===== config.mk =====
export PLATFORM = sky130hd
export DESIGN_NAME = icache_line_fill
export DESIGN_NICKNAME = d
export VERILOG_FILES = /design/src/rtl/icache_pkg.sv /design/src/rtl/icache_line_buf.sv /design/src/rtl/icache_line_fill.sv
export SDC_FILE = /design/constraint.sdc
export NUM_CORES = 1
export LEC_CHECK = 0
export ABC_AREA = 0
export BUFFER_PORTS_ARGS = -buffer_cell sky130_fd_sc_hd__buf_2
export CAP_MARGIN = 20
export CORE_AREA = 2 2 205 157
export CTS_BUF_LIST = sky130_fd_sc_hd__clkbuf_8
export DETAILED_ROUTE_END_ITERATION = 7
export DIE_AREA = 0 0 207 159
export SYNTH_ARGS = -nofsm -noshare
export SYNTH_HDL_FRONTEND = slang
export SYNTH_SLANG_ARGS = --single-unit

===== constraint.sdc =====
create_clock -name clk -period 2.5 [get_ports clk]
set_input_delay 0.25 -clock clk [delete_from_list [all_inputs] [get_ports clk]]
set_output_delay 0.25 -clock clk [all_outputs]
set_load 0.03 [all_outputs]

===== src/rtl/icache_pkg.sv =====
// Shared types and width helpers for the instruction-cache line-fill engine.
package icache_pkg;

    typedef enum logic [1:0] {
        IDLE  = 2'd0,
        FETCH = 2'd1,
        RESP  = 2'd2,
        DONE  = 2'd3
    } fill_state_e;

    // Word-index bits inside a line.
    function automatic int offset_bits(input int num_blocks);
        return $clog2(num_blocks);
    endfunction

    // Byte-index bits inside a word.
    function automatic int byte_bits(input int block_size);
        return $clog2(block_size);
    endfunction

    // Total line width in bits.
    function automatic int line_w(input int num_blocks, input int block_size);
        return 8 * block_size * num_blocks;
    endfunction

    localparam int DEF_LINE_W = 8 * 4 * 4;

endpackage


===== src/rtl/icache_line_buf.sv =====
// One-entry line buffer: holds the most recently filled line and its base,
// and flags a hit when a new request lands in the same line.
module icache_line_buf
    import icache_pkg::*;
#(
    parameter int NUM_BLOCKS = 4,
    parameter int BLOCK_SIZE = 4
) (
    input  logic                                   clk,
    input  logic                                   reset,
    input  logic [31:0]                            lookup_base,
    output logic                                   hit,
    output logic [line_w(NUM_BLOCKS,BLOCK_SIZE)-1:0] rd_line,
    input  logic                                   wr_en,
    input  logic [31:0]                            wr_base,
    input  logic [line_w(NUM_BLOCKS,BLOCK_SIZE)-1:0] wr_line
);

    localparam int LW = line_w(NUM_BLOCKS, BLOCK_SIZE);
    localparam int LB = offset_bits(NUM_BLOCKS) + byte_bits(BLOCK_SIZE);

    logic          vld_q;
    logic [31-LB:0] tag_q;
    logic [LW-1:0] data_q;

    logic unused_lo;
    assign unused_lo = &{1'b0, lookup_base[LB-1:0], wr_base[LB-1:0]};

    // Entry storage; only the valid bit needs a reset value.
    always_ff @(posedge clk) begin
        if (reset) begin
            vld_q  <= 1'b0;
            tag_q  <= '0;
            data_q <= '0;
        end else if (wr_en) begin
            vld_q  <= 1'b1;
            tag_q  <= wr_base[31:LB];
            data_q <= wr_line;
        end
    end

    assign hit     = vld_q && (tag_q == lookup_base[31:LB]);
    assign rd_line = data_q;

endmodule


===== src/rtl/icache_line_fill.sv =====
// Line-fill engine: turns one cache-line request into NUM_BLOCKS sequential
// word reads on the memory bus and returns the assembled line with a
// one-cycle ready pulse. Optional one-entry line buffer under
// ICACHE_LINE_FILL_BUF_EN short-circuits repeat requests to the same line.
module icache_line_fill
    import icache_pkg::*;
#(
    parameter int NUM_BLOCKS = 4,
    parameter int BLOCK_SIZE = 4
) (
    input  logic                                     clk,
    input  logic                                     reset,
    input  logic                                     line_req_valid,
    output logic                                     line_req_ready,
    input  logic [31:0]                              line_req_addr,
    output logic [line_w(NUM_BLOCKS,BLOCK_SIZE)-1:0] line_req_rdata,
    output logic                                     mem_valid,
    input  logic                                     mem_ready,
    output logic [31:0]                              mem_addr,
    input  logic [8*BLOCK_SIZE-1:0]                  mem_rdata
);

    localparam int WW = 8 * BLOCK_SIZE;
    localparam int LW = line_w(NUM_BLOCKS, BLOCK_SIZE);
    localparam int CW = offset_bits(NUM_BLOCKS);
    localparam int LB = offset_bits(NUM_BLOCKS) + byte_bits(BLOCK_SIZE);

    fill_state_e   state_q, state_d;
    logic [CW-1:0] cnt_q, cnt_d;
    logic          abort_q, abort_d, abort_now;
    logic          mem_valid_q, mem_valid_d;
    logic [31:0]   mem_addr_q, mem_addr_d;
    logic          ready_q, ready_d;
    logic [LW-1:0] fill_q, fill_d, fill_tmp;
    logic [LW-1:0] line_q, line_d;
    logic          fill_last;
    logic [31:0]   req_base;

    assign req_base = {line_req_addr[31:LB], {LB{1'b0}}};

    logic unused_addr;
    assign unused_addr = &{1'b0, line_req_addr[LB-1:0]};

`ifdef ICACHE_LINE_FILL_BUF_EN
    logic [31:0]   base_q, base_d;
    logic          buf_hit;
    logic [LW-1:0] buf_line;

    icache_line_buf #(
        .NUM_BLOCKS (NUM_BLOCKS),
        .BLOCK_SIZE (BLOCK_SIZE)
    ) u_buf (
        .clk         (clk),
        .reset       (reset),
        .lookup_base (req_base),
        .hit         (buf_hit),
        .rd_line     (buf_line),
        .wr_en       (fill_last),
        .wr_base     (base_q),
        .wr_line     (fill_tmp)
    );
`else
    logic unused_fill;
    assign unused_fill = fill_last;
`endif

    // Next-state and next-output logic; every register has a *_d here.
    always_comb begin
        state_d     = state_q;
        cnt_d       = cnt_q;
        abort_d     = abort_q;
        mem_valid_d = mem_valid_q;
        mem_addr_d  = mem_addr_q;
        fill_d      = fill_q;
        fill_tmp    = fill_q;
        line_d      = line_q;
        ready_d     = 1'b0;
        fill_last   = 1'b0;
        abort_now   = abort_q | ~line_req_valid;
`ifdef ICACHE_LINE_FILL_BUF_EN
        base_d      = base_q;
`endif
        unique case (state_q)
            IDLE: begin
                if (line_req_valid) begin
                    cnt_d   = '0;
                    abort_d = 1'b0;
`ifdef ICACHE_LINE_FILL_BUF_EN
                    base_d  = req_base;
                    if (buf_hit) begin
                        line_d  = buf_line;
                        ready_d = 1'b1;
                        state_d = RESP;
                    end else
`endif
                    begin
                        mem_addr_d  = req_base;
                        mem_valid_d = 1'b1;
                        state_d     = FETCH;
                    end
                end
            end
            FETCH: begin
                // Once the requester lets go we remember it, but the word in
                // flight must still complete before the bus is released.
                abort_d = abort_now;
                if (mem_valid_q && mem_ready) begin
                    if (abort_now) begin
                        mem_valid_d = 1'b0;
                        abort_d     = 1'b0;
                        cnt_d       = '0;
                        state_d     = IDLE;
                    end else begin
                        fill_tmp[int'(cnt_q)*WW +: WW] = mem_rdata;
                        fill_d     = fill_tmp;
                        cnt_d      = cnt_q + CW'(1);
                        mem_addr_d = mem_addr_q + 32'(BLOCK_SIZE);
                        if (cnt_q == CW'(NUM_BLOCKS - 1)) begin
                            fill_last   = 1'b1;
                            line_d      = fill_tmp;
                            ready_d     = 1'b1;
                            mem_valid_d = 1'b0;
                            state_d     = RESP;
                        end
                    end
                end
            end
            RESP:    state_d = DONE;
            DONE:    state_d = IDLE;
            default: state_d = IDLE;
        endcase
    end

    // State and output registers.
    always_ff @(posedge clk) begin
        if (reset) begin
            state_q     <= IDLE;
            cnt_q       <= '0;
            abort_q     <= 1'b0;
            mem_valid_q <= 1'b0;
            mem_addr_q  <= '0;
            ready_q     <= 1'b0;
            fill_q      <= '0;
            line_q      <= '0;
`ifdef ICACHE_LINE_FILL_BUF_EN
            base_q      <= '0;
`endif
        end else begin
            state_q     <= state_d;
            cnt_q       <= cnt_d;
            abort_q     <= abort_d;
            mem_valid_q <= mem_valid_d;
            mem_addr_q  <= mem_addr_d;
            ready_q     <= ready_d;
            fill_q      <= fill_d;
            line_q      <= line_d;
`ifdef ICACHE_LINE_FILL_BUF_EN
            base_q      <= base_d;
`endif
        end
    end

    assign line_req_ready = ready_q;
    assign line_req_rdata = line_q;
    assign mem_valid      = mem_valid_q;
    assign mem_addr       = mem_addr_q;

endmodule


==> Implementation_results.wiki <==
{| class="wikitable"
! Metric !! Value
|-
| Comb pwr share || around 7.1%
|-
| RSZ-0062 raised after global routing || no
|-
| Starting density of the core || between 30 and 40%
|-
| Reg power frac || around half
|-
| Fraction of power spent switching nets || between 20% and 30%
|-
| Drt via density || about 5.5
|-
| Area growth from synthesis to layout || 20.4%
|-
| Register area share after synthesis || between 40% and 50%
|-
| Initial DRC count || about 700
|-
| Adder-cell share of the synthesized area || less than 1%
|-
| Setup Buffers After CTS || 0
|-
| Aggregate negative setup slack || 0 ps
|-
| Count of input and output buffers || 223
|-
| Start point of the worst min-delay path || line_req_addr[5]
|-
| Average cell area after synthesis || 8.58 um2
|-
| Worst setup EP type || flop
|-
| Int Pwr || between 7 and 8 mW
|-
| Arrival time of the worst setup path || between 2000 and 3000 ps
|-
| Die Width || ~210 um
|-
| Number of ports placed on the die boundary || between 200 and 250
|-
| Vertical die dimension || 159 um
|-
| Number of setup violations in the final report || 0
|-
| Startpoint of the most critical setup path || cnt_q[1]
|-
| Post-Route WL || 37,100 um
|-
| Post-CTS sizing || 0
|-
| Master cell of the clock root buffer || clkbuf_8
|-
| Source-to-sink clock delay at the later pin of the worst-skew pair || 600 ps
|-
| Transition time at the pin with the least slew margin || between 900 and 1000 ps
|-
| Biggest area contributors in the synthesized netlist || dfxtp_1, a211oi_1, nor2_1, nor2b_1, a21oi_1
|-
| Compound-Gate Fraction of Synth Area || 26.9%
|-
| Worst slew margin relative to its limit || 38.1%
|-
| Remaining global-route overflow || 0
|-
| Longest Clk Path Bufs || 3
|-
| Final-layout fill cell count || approximately 3,000
|-
| Startpoint kind of the worst setup timing path || flop
|-
| Total routing resource utilization after global routing || between 20% and 30%
|-
| Kind of critical path || flop to flop
|-
| Combinational family with the most area after synthesis || compound AO/OA/AOI/OAI gates
|-
| Power Density || between 600 and 700 nW/um2
|-
| Antenna violations before repair || 0
|-
| Endpoints failing hold || 0
|-
| Lkg Pwr || ~5.4 nW
|-
| Total placed cells including tap cells || roughly 1,900
|-
| Slew Viols, Final || 0
|-
| Required time reported for the critical path endpoint || 3000 ps
|-
| Number of different library cells in the post-synthesis netlist || about 50
|-
| Beginning of the worst register-to-register path || cnt_q[1]
|-
| Via count of the first global-routing pass || between 10,000 and 15,000
|-
| Leading register cell type out of synthesis || dfxtp_1
|-
| Max-capacitance violation count || 0
|-
| Share of total power in the clock network || 43.2%
|-
| Share of layout cells above drive strength 1 || about a fifth
|-
| Total number of vias || 11,200
|-
| Area of the multi-input gates || about 5800 um2
|-
| First-pass DRT Iterations || 5
|-
| Clock transition at path regs || roughly 60 ps
|-
| Share of synthesized cell area in and, or, nand and nor gates || ~19%
|-
| Post-Syn Area || 12,200 um2
|-
| Fraction of synthesized cell area taken by the top area cell type || a little under half
|-
| Final worst clock skew || 28.8 ps
|-
| Core region area || roughly 31,000 um2
|-
| Yosys reg bits || 293
|-
| Cell accounting for the most synthesized area || dfxtp_1
|-
| Final period demand of the worst path || between 2000 and 2500 ps
|-
| Peak supply drop || 0.000315 V
|-
| Synth Warn # || 0
|-
| Die Outline Area || approximately 33,000 um2
|-
| Post-layout instance count excluding filler cells || ~2,000
|-
| Reported net switching power || around 2.5 mW
|-
| Xor/xnor share of the synthesized area || 0%
|-
| Highest achievable clock rate || around 450 MHz
|-
| Portion of the clock cycle consumed by the worst path in the final layout || approximately nine tenths
|-
| Share of synthesized registers carrying an async set or reset || 0%
|-
| EDFF count, synth || 0
|-
| DRC Markers || 0
|-
| Number of antenna cells inserted || 0
|-
| Fraction of synthesized area in multiplexers || less than 1%
|-
| Worst Path Max Fanout || 20
|-
| Type of the most critical hold path || input port to flop
|-
| Area occupied by registers || between 5000 and 6000 um2
|-
| Number of clock sinks seen by CTS || approximately 290
|-
| Final routed wire length divided by cell count || roughly 18 um
|-
| First-pass GRT wire length || approximately 60,000 um
|-
| Final RePlAce weighted congestion || roughly 0.93
|-
| Cell row count || 56
|-
| Run status || finished clean
|-
| Final antenna-violating net count || 0
|-
| Final net count || approximately 1,700
|-
| TritonCTS Buffers || roughly 50
|-
| DP Wirelength || 24,000 um
|-
| Clock H-tree levels || 2
|-
| CTS tree || done
|-
| Gate Count Post-Synth || roughly 1,400
|-
| Largest net degree at the start of global routing || 191
|}
## final cells by class
cell class                      count  share of cell area (%)
Clock buffer                       61                    5.70
Sequential cell                   293                    39.9
Clock inverter                     24                   0.723
Timing Repair Buffer              264                    10.7
Tap cell                          406                    3.45
Multi-Input combinational cell    988                    39.5
Inverter                            5                   0.128
## state kept, by name (all words and copies together), names as in the netlist
register / count
fill_q: 128
line_req_rdata: 128
mem_addr: 30
cnt_q: 2
state_q: 2
abort_q: 1
line_req_ready: 1
mem_valid: 1
## logic make-up after synthesis
family	count (synthesis)
adder cells (fa/ha/maj)	7
flip-flops	293
other	1
buffers and inverters	145
multiplexers	2
AO/OA/AOI/OAI	478
AND/OR/NAND/NOR	499
## per-stage QoR
| stage | total power, mW | hold WS (ps) | area (um2) | setup slack [ps] | utilization [%] |
|---|---|---|---|---|---|
| after global routing | 10.1 | 30.0 | 14700 | 102 | 47.7 |
| after floorplan | 5.32 | 402 | 12200 | 387 | - |
| after global placement | 5.57 | 480 | 13700 | 386 | 44.3 |
| after detailed placement | 5.58 | 487 | 13700 | 310 | 44.3 |
| final | 9.68 | 43.3 | 14700 | 261 | 47.7 |
| after CTS | 9.80 | 3.99 | 14700 | 260 | 47.7 |
## per-layer routing
layer  track usage [%]  wire length (um)  part of all wire, %
met1              34.1             18900                   51
met2              29.5             14700                   40
met3              5.54              2820                  7.6
met4              5.91               729                  2.0
met5                 0                 0                    0
## synth_stat cells (8+ instances only)
| cell | instances |
|---|---|
| dfxtp_1 | 293 |
| nor2_1 | 285 |
| a211oi_1 | 266 |
| a21oi_1 | 116 |
| nor2b_1 | 97 |
| clkbuf_1 | 96 |
| buf_2 | 37 |
| a32oi_1 | 34 |
| nand2_1 | 33 |
| o21ai_0 | 21 |
| nand3_1 | 18 |
| and3_1 | 10 |
| and2_1 | 9 |
| nand4_1 | 9 |
| nor3_1 | 8 |
## final timing paths
kind                         end  slack (ps)  depth (start not counted)
max reg2reg           fill_q[52]         260                          7
min reg2reg  line_req_rdata[102]         490                          2
max                   fill_q[52]         260                          7
min                  mem_addr[5]          40                          5
## repair_timing
action	4_1_cts	5_1_grt
hold buffers	11	0
endpoints found under the hold margin	11	0
setup endpoints to repair	0	0
## power by group through the flow
stage	combinational, mW	clock, mW	sequential, mW
after floorplan	0.350	0	4.97
after global placement	0.659	0	4.91
after detailed placement	0.664	0	4.92
after CTS	0.680	4.31	4.81
after global routing	0.745	4.52	4.82
final	0.685	4.18	4.82
## critical path, cell delays in order (launching register included)
cell and delay [ps]:
dfxtp_1 400, inv_1 110, ha_1 430, nor3b_4 280, and3_1 220, buf_4 270
a21oi_1 170, a211oi_1 250
## cell usage in the layout (no fill, tap or decap), drive strengths merged, types with 9 or more instances in the layout
cell type and instances:
nand2 33, and3 10, a21oi 116, and2 9, nor2b 97, clkbuf 62
nand4 10, dlygate4sd3 11, dfxtp 293, inv 26, nor2 285, o21ai 22
buf 252, a32oi 34, a211oi 266, nand3 18
No activity file was read; power rests on OpenSTA's default activity.
